--- config.mk ---
export PLATFORM = sky130hd
export DESIGN_NAME = mem_access_stage
export DESIGN_NICKNAME = d
export VERILOG_FILES = /design/src/rtl/mips_pkg.sv /design/src/rtl/wb_dest_decode.sv /design/src/rtl/mem_access_stage.sv
export SDC_FILE = /design/constraint.sdc
export NUM_CORES = 1
export LEC_CHECK = 0
export CAP_MARGIN = 20
export CORE_ASPECT_RATIO = 0.6
export CORE_MARGIN = 2
export CORE_UTILIZATION = 45
export DETAILED_ROUTE_END_ITERATION = 6
export GPL_TIMING_DRIVEN = 0
export HOLD_SLACK_MARGIN = 0.15
export PLACE_DENSITY_LB_ADDON = 0.1
export SYNTH_ARGS = -nofsm -noshare
export SYNTH_HDL_FRONTEND = slang
export SYNTH_SLANG_ARGS = --single-unit
--- constraint.sdc ---
create_clock -name clk -period 6.2 [get_ports clk]
set_input_delay 1.24 -clock clk [delete_from_list [all_inputs] [get_ports clk]]
set_output_delay 1.24 -clock clk [all_outputs]
set_load 0.005 [all_outputs]
--- src/rtl/mips_pkg.sv ---
// rtl/mips_pkg.sv - shared MIPS opcode/funct constants, flag and exception bit indices, stage FSM type.
package mips_pkg;

  localparam logic [5:0] OP_RTYPE = 6'b000000;
  localparam logic [5:0] OP_BEQ   = 6'b000100;
  localparam logic [5:0] OP_BNE   = 6'b000101;
  localparam logic [5:0] OP_ADDI  = 6'b001000;
  localparam logic [5:0] OP_ADDIU = 6'b001001;
  localparam logic [5:0] OP_SLTI  = 6'b001010;
  localparam logic [5:0] OP_SLTIU = 6'b001011;
  localparam logic [5:0] OP_ANDI  = 6'b001100;
  localparam logic [5:0] OP_ORI   = 6'b001101;
  localparam logic [5:0] OP_XORI  = 6'b001110;
  localparam logic [5:0] OP_LUI   = 6'b001111;
  localparam logic [5:0] OP_LW    = 6'b100011;
  localparam logic [5:0] OP_SW    = 6'b101011;

  localparam logic [5:0] FN_ADD  = 6'b100000;
  localparam logic [5:0] FN_ADDU = 6'b100001;
  localparam logic [5:0] FN_SUB  = 6'b100010;
  localparam logic [5:0] FN_SUBU = 6'b100011;
  localparam logic [5:0] FN_AND  = 6'b100100;
  localparam logic [5:0] FN_OR   = 6'b100101;
  localparam logic [5:0] FN_XOR  = 6'b100110;
  localparam logic [5:0] FN_NOR  = 6'b100111;
  localparam logic [5:0] FN_SLT  = 6'b101010;
  localparam logic [5:0] FN_SLTU = 6'b101011;

  // alu_flags = {zero, negative, overflow}
  localparam int FLAG_ZERO = 2;
  localparam int FLAG_NEG  = 1;
  localparam int FLAG_OVF  = 0;

  // exc = {misalign, overflow-or-bus}
  localparam int EXC_MISALIGN = 1;
  localparam int EXC_OVF_BUS  = 0;

  typedef enum logic [1:0] {
    ST_IDLE   = 2'd0,
    ST_ACCESS = 2'd1,
    ST_RETIRE = 2'd2
  } mem_state_t;

  function automatic logic is_mem_op(input logic [5:0] op);
    return (op == OP_LW) || (op == OP_SW);
  endfunction

  // Only the signed arithmetic forms suppress write-back on overflow.
  function automatic logic traps_on_overflow(input logic [31:0] ins);
    return ((ins[31:26] == OP_RTYPE) && ((ins[5:0] == FN_ADD) || (ins[5:0] == FN_SUB)))
           || (ins[31:26] == OP_ADDI);
  endfunction

endpackage

--- src/rtl/wb_dest_decode.sv ---
// rtl/wb_dest_decode.sv - destination register and raw write-enable decode for the memory stage.
module wb_dest_decode
  import mips_pkg::*;
(
  input  logic [31:0] instruction,
  output logic [4:0]  wb_reg,
  output logic        wb_en_raw
);

  logic unused_fields;
  assign unused_fields = ^{instruction[25:21], instruction[10:0]};

  always_comb begin
    wb_reg    = instruction[20:16];
    wb_en_raw = 1'b0;
    case (instruction[31:26])
      OP_RTYPE: begin
        wb_reg    = instruction[15:11];
        wb_en_raw = 1'b1;
      end
      OP_ADDI, OP_ADDIU, OP_SLTI, OP_SLTIU, OP_ANDI, OP_ORI, OP_XORI, OP_LW: begin
        wb_en_raw = 1'b1;
      end
      default: begin
        wb_en_raw = 1'b0;
      end
    endcase
    // $0 is hardwired; never request a write to it.
    if (wb_reg == 5'd0) begin
      wb_en_raw = 1'b0;
    end
  end

endmodule

--- src/rtl/mem_access_stage.sv ---
// rtl/mem_access_stage.sv - MIPS memory-access stage: IDLE/ACCESS/RETIRE with data-memory handshake.
// Optional MEM_TIMEOUT_EN: bus-error after TIMEOUT_CYCLES ACCESS cycles without dmem_ack.
module mem_access_stage
  import mips_pkg::*;
#(
  parameter int TIMEOUT_CYCLES = 16
) (
  input  logic        clk,
  input  logic        reset,
  input  logic        in_valid,
  output logic        in_ready,
  input  logic [31:0] instruction,
  input  logic [31:0] alu_result,
  input  logic [2:0]  alu_flags,
  input  logic [31:0] store_data,
  output logic        dmem_req,
  output logic        dmem_we,
  output logic [31:0] dmem_addr,
  output logic [31:0] dmem_wdata,
  input  logic        dmem_ack,
  input  logic [31:0] dmem_rdata,
  output logic        wb_valid,
  output logic        wb_en,
  output logic [4:0]  wb_reg,
  output logic [31:0] wb_data,
  output logic [1:0]  exc
);

  mem_state_t  state, state_n;
  logic [31:0] instr_q;
  logic [31:0] addr_q;
  logic [2:0]  flags_q;
  logic [31:0] sdata_q;
  logic [31:0] rdata_q;
  logic        timeout_q;
  logic        timeout_hit;

  logic [4:0]  dec_reg;
  logic        dec_en_raw;
  logic        is_lw_q;
  logic        is_sw_q;
  logic        misalign_q;
  logic        ovf_q;
  logic        in_access;
  logic        in_retire;

  logic unused_flags;
  assign unused_flags = ^{flags_q[FLAG_ZERO], flags_q[FLAG_NEG]};

  wb_dest_decode u_dest (
    .instruction (instr_q),
    .wb_reg      (dec_reg),
    .wb_en_raw   (dec_en_raw)
  );

  assign is_lw_q    = (instr_q[31:26] == OP_LW);
  assign is_sw_q    = (instr_q[31:26] == OP_SW);
  assign misalign_q = is_mem_op(instr_q[31:26]) && (addr_q[1:0] != 2'b00);
  assign ovf_q      = traps_on_overflow(instr_q) && flags_q[FLAG_OVF];
  assign in_access  = (state == ST_ACCESS);
  assign in_retire  = (state == ST_RETIRE);

`ifdef MEM_TIMEOUT_EN
  localparam int CNT_W = $clog2(TIMEOUT_CYCLES + 1);
  logic [CNT_W-1:0] access_cnt;

  // Counts ACCESS cycles already spent; zero in the first ACCESS cycle.
  always_ff @(posedge clk or posedge reset) begin
    if (reset) begin
      access_cnt <= '0;
    end else if (!in_access) begin
      access_cnt <= '0;
    end else begin
      access_cnt <= access_cnt + 1'b1;
    end
  end

  assign timeout_hit = in_access && !dmem_ack && (access_cnt == CNT_W'(TIMEOUT_CYCLES - 1));
`else
  localparam int unused_timeout_cycles = TIMEOUT_CYCLES;
  assign timeout_hit = 1'b0;
`endif

  always_ff @(posedge clk or posedge reset) begin
    if (reset) begin
      state     <= ST_IDLE;
      instr_q   <= '0;
      addr_q    <= '0;
      flags_q   <= '0;
      sdata_q   <= '0;
      rdata_q   <= '0;
      timeout_q <= 1'b0;
    end else begin
      state <= state_n;
      if (state == ST_IDLE && in_valid) begin
        instr_q   <= instruction;
        addr_q    <= alu_result;
        flags_q   <= alu_flags;
        sdata_q   <= store_data;
        rdata_q   <= '0;
        timeout_q <= 1'b0;
      end
      if (in_access && dmem_ack && is_lw_q) begin
        rdata_q <= dmem_rdata;
      end
      if (timeout_hit) begin
        timeout_q <= 1'b1;
      end
    end
  end

  always_comb begin
    state_n = state;
    case (state)
      ST_IDLE: begin
        if (in_valid) begin
          if (is_mem_op(instruction[31:26]) && (alu_result[1:0] == 2'b00)) begin
            state_n = ST_ACCESS;
          end else begin
            state_n = ST_RETIRE;
          end
        end
      end
      ST_ACCESS: begin
        if (dmem_ack || timeout_hit) begin
          state_n = ST_RETIRE;
        end
      end
      ST_RETIRE: begin
        state_n = ST_IDLE;
      end
      default: begin
        state_n = ST_IDLE;
      end
    endcase
  end

  // Bus outputs are gated by state so an async reset clears them at once.
  always_comb begin
    in_ready   = (state == ST_IDLE);
    dmem_req   = in_access;
    dmem_we    = in_access && is_sw_q;
    dmem_addr  = in_access ? addr_q : 32'd0;
    dmem_wdata = in_access ? sdata_q : 32'd0;

    wb_valid = in_retire;
    wb_en    = in_retire && dec_en_raw && !ovf_q && !misalign_q && !timeout_q;
    wb_reg   = in_retire ? dec_reg : 5'd0;
    wb_data  = 32'd0;
    if (in_retire) begin
      wb_data = is_lw_q ? rdata_q : addr_q;
    end
    exc = 2'b00;
    if (in_retire) begin
      exc[EXC_MISALIGN] = misalign_q;
      exc[EXC_OVF_BUS]  = ovf_q || timeout_q;
    end
  end

endmodule

==> metrics.txt <==
clock latency on the worst-skew pair 410 ps; Via density 4.79; CTS H-Tree Depth 4; total number of vias 5595; Fill cells 1084; 1st-iter DRT viols 365; die area 14000 um2; # setup viols final 0; slew margin rel. 45.8%; register bit total from synthesis 120; clock sink count 120; largest net degree at the start of global routing 97; commonest non-fill, non-tap cells in the layout nand2_1 (359), clkdlybuf4s50_1 (229), dfrtp_1 (120); cell chain of the critical path nor4_2 -> nand2_2 -> mux2i_1 -> and4_1 -> clkdlybuf4s50_1; crit share post-route 65.9%; gr usage total 26.5%; Hold Crit Start sdata_q[31]; Post-CTS Setup Inserts 0; Distinct cells, synth 33; fmax 245 MHz; skew final 8.52 ps; crit path DAT 2850 ps; Area Growth Syn to Fin 53.3%; syn nets 871; commonest non-fill, non-tap cell in the layout nand2_1; Remaining DRCs 0; Slew @ Worst Pin 807 ps; CP max stage delay 770 ps; worst reg2reg startpoint state[1]; CTS Hold Bufs 0; Max clock buf depth 2; Detailed Place HPWL 12900 um; GPL Wtd Cong 0.818; nets@finish 1120; crit path max fanout 7; Core Area 12800 um2; Power Density 247 nW/um2; drt pass-1 iters 5; status finished clean; Worst-path clk slew 60 ps; Cell Area, Synth 5880 um2; WL/cell 15.3 um; RSZ-0062 raised after global routing no; PostCTS Resize Cnt 0; area of the multi-input gates 2540 um2; standard-cell row count 32; Final Slew Violations 0; crit path launch type register; Crit path depth 5; Final Routed Wirelength 17900 um; Cells after Synth 736; Root Buffer clkbuf_16; die width 152 um; register area 3000 um2; die height 92.6 um; initial antenna violation count 0; Crit Path Class reg -> out; critical path capture point type primary output; worst slack at placement 2540 ps; Final Worst Setup Slack 2110 ps; Reg2Reg Depth 7; delay-heaviest family, CP simple AND/OR/NAND/NOR gates; peak supply drop 0.206 mV; worst hold path type reg -> reg; minimum clock period 4090 ps; Met1 Routed Length 7810 um; total grt overflow 0; Final Hold Viols 0; Syn Area/Cell 7.99 um2; Synthesis Warnings 0; hold slack 463 ps; CTS buffer count 17; Detail Route Antenna Nets 0; Worst EP required 4960 ps; IO Port Bufs 229; sequential share of the synthesized area 51.1%; I/O pin total 243; max_cap viols 0; ANT cells 0; top layer reached by signal wires met4; Initial Util 45.9%; CTS tree yes; post-route setup TNS 0 ps; Buf+Inv Stages, Crit Path 1; met2 routed WL 7770 um; DR WL met3 2120 um; first-pass GRT wire length 28600 um; ratio of cells with drive above 1 in the final layout 4.71%; Setup crit start instr_q[30]; P_leak 0.00419 uW; Hold Path Stages 2; vias in the first global route 5588; CP max stage cell nor4_2
## area by class of cell
class | count | area share [%]
plain buffers | 46 | 2.28
clock buffers | 19 | 5.02
clock inverters | 13 | 1.61
inverters | 36 | 1.55
multi-input cells | 534 | 28.1
flip-flops and latches | 120 | 33.3
well taps | 170 | 2.36
repair buffers | 230 | 25.7
## synthesized netlist by cell type (all sizes together)
cell	n	share of area, %
buf	12	1.3
nand2b	3	0.32
nand4b	1	0.15
nand3	6	0.60
nor2b	1	0.11
nand3b	1	0.13
nor4	5	0.89
dfrtp	120	51
and3	1	0.11
mux2i	33	5.6
nor2	6	0.38
o2111ai	1	0.15
inv	36	2.3
a22oi	1	0.13
o32ai	1	0.15
a21oi	38	3.2
clkbuf	34	2.2
nor3	1	0.085
and4	1	0.15
o21ai	3	0.26
or4	3	0.38
nor4b	1	0.15
and2	66	7.0
nand2	360	23
o21bai	1	0.13
## kinds of logic (layout without fill, tap and decap cells)
| family | count (synthesis) | count (layout) | synth area share [%] |
|---|---|---|---|
| buffers and inverters | 82 | 344 | 5.79 |
| AND/OR/NAND/NOR | 456 | 456 | 33.5 |
| AO/OA/AOI/OAI | 45 | 45 | 4.04 |
| flip-flops | 120 | 120 | 51.1 |
| multiplexers | 33 | 33 | 5.62 |
## sequential cells by signal, indices dropped and copies added, names as in the netlist
register and count:
rdata_q 32, sdata_q 32, flags_q 1, addr_q 32, instr_q 21, state 2
## worst register-to-register path: cells and delay by family, from the launching register on
| kind | cells | cell delay (ps) |
|---|---|---|
| flops | 1 | 400 |
| buf+inv | 3 | 1110 |
| simple gates | 4 | 540 |
## routing by layer
metal	vias up	track usage (%)
li1	2776	-
met1	2582	36.1
met2	219	40.5
met3	18	9.66
met4	0	6.10
met5	-	0
## power breakdown
part	switching [uW]	total (uW)	internal [uW]
combinational	162	326	164
sequential	51.9	913	861
clock	371	986	615
## path summary, 6_finish.rpt
path                            slack [ps]          end
worst max-delay path                  2110        wb_en
worst min-delay path                   460  sdata_q[31]
worst max register to register        4100   sdata_q[0]
worst min register to register         460  sdata_q[31]
max in group asynchronous             4270   rdata_q[1]
min in group asynchronous             1170   sdata_q[1]
## stage by stage
step | util, % | std cells | instance area, um2 | power (uW)
after floorplan | - | 736 | 5880 | 1070
after global placement | 65.4 | 1135 | 8390 | 1240
after detailed placement | 65.7 | 1136 | 8420 | 1250
after CTS | 70.4 | 1168 | 9020 | 2240
after global routing | 70.4 | 1168 | 9020 | 2330
final | 70.4 | 1168 | 9020 | 2230
Note: power is estimated with default switching activity, not from simulation.
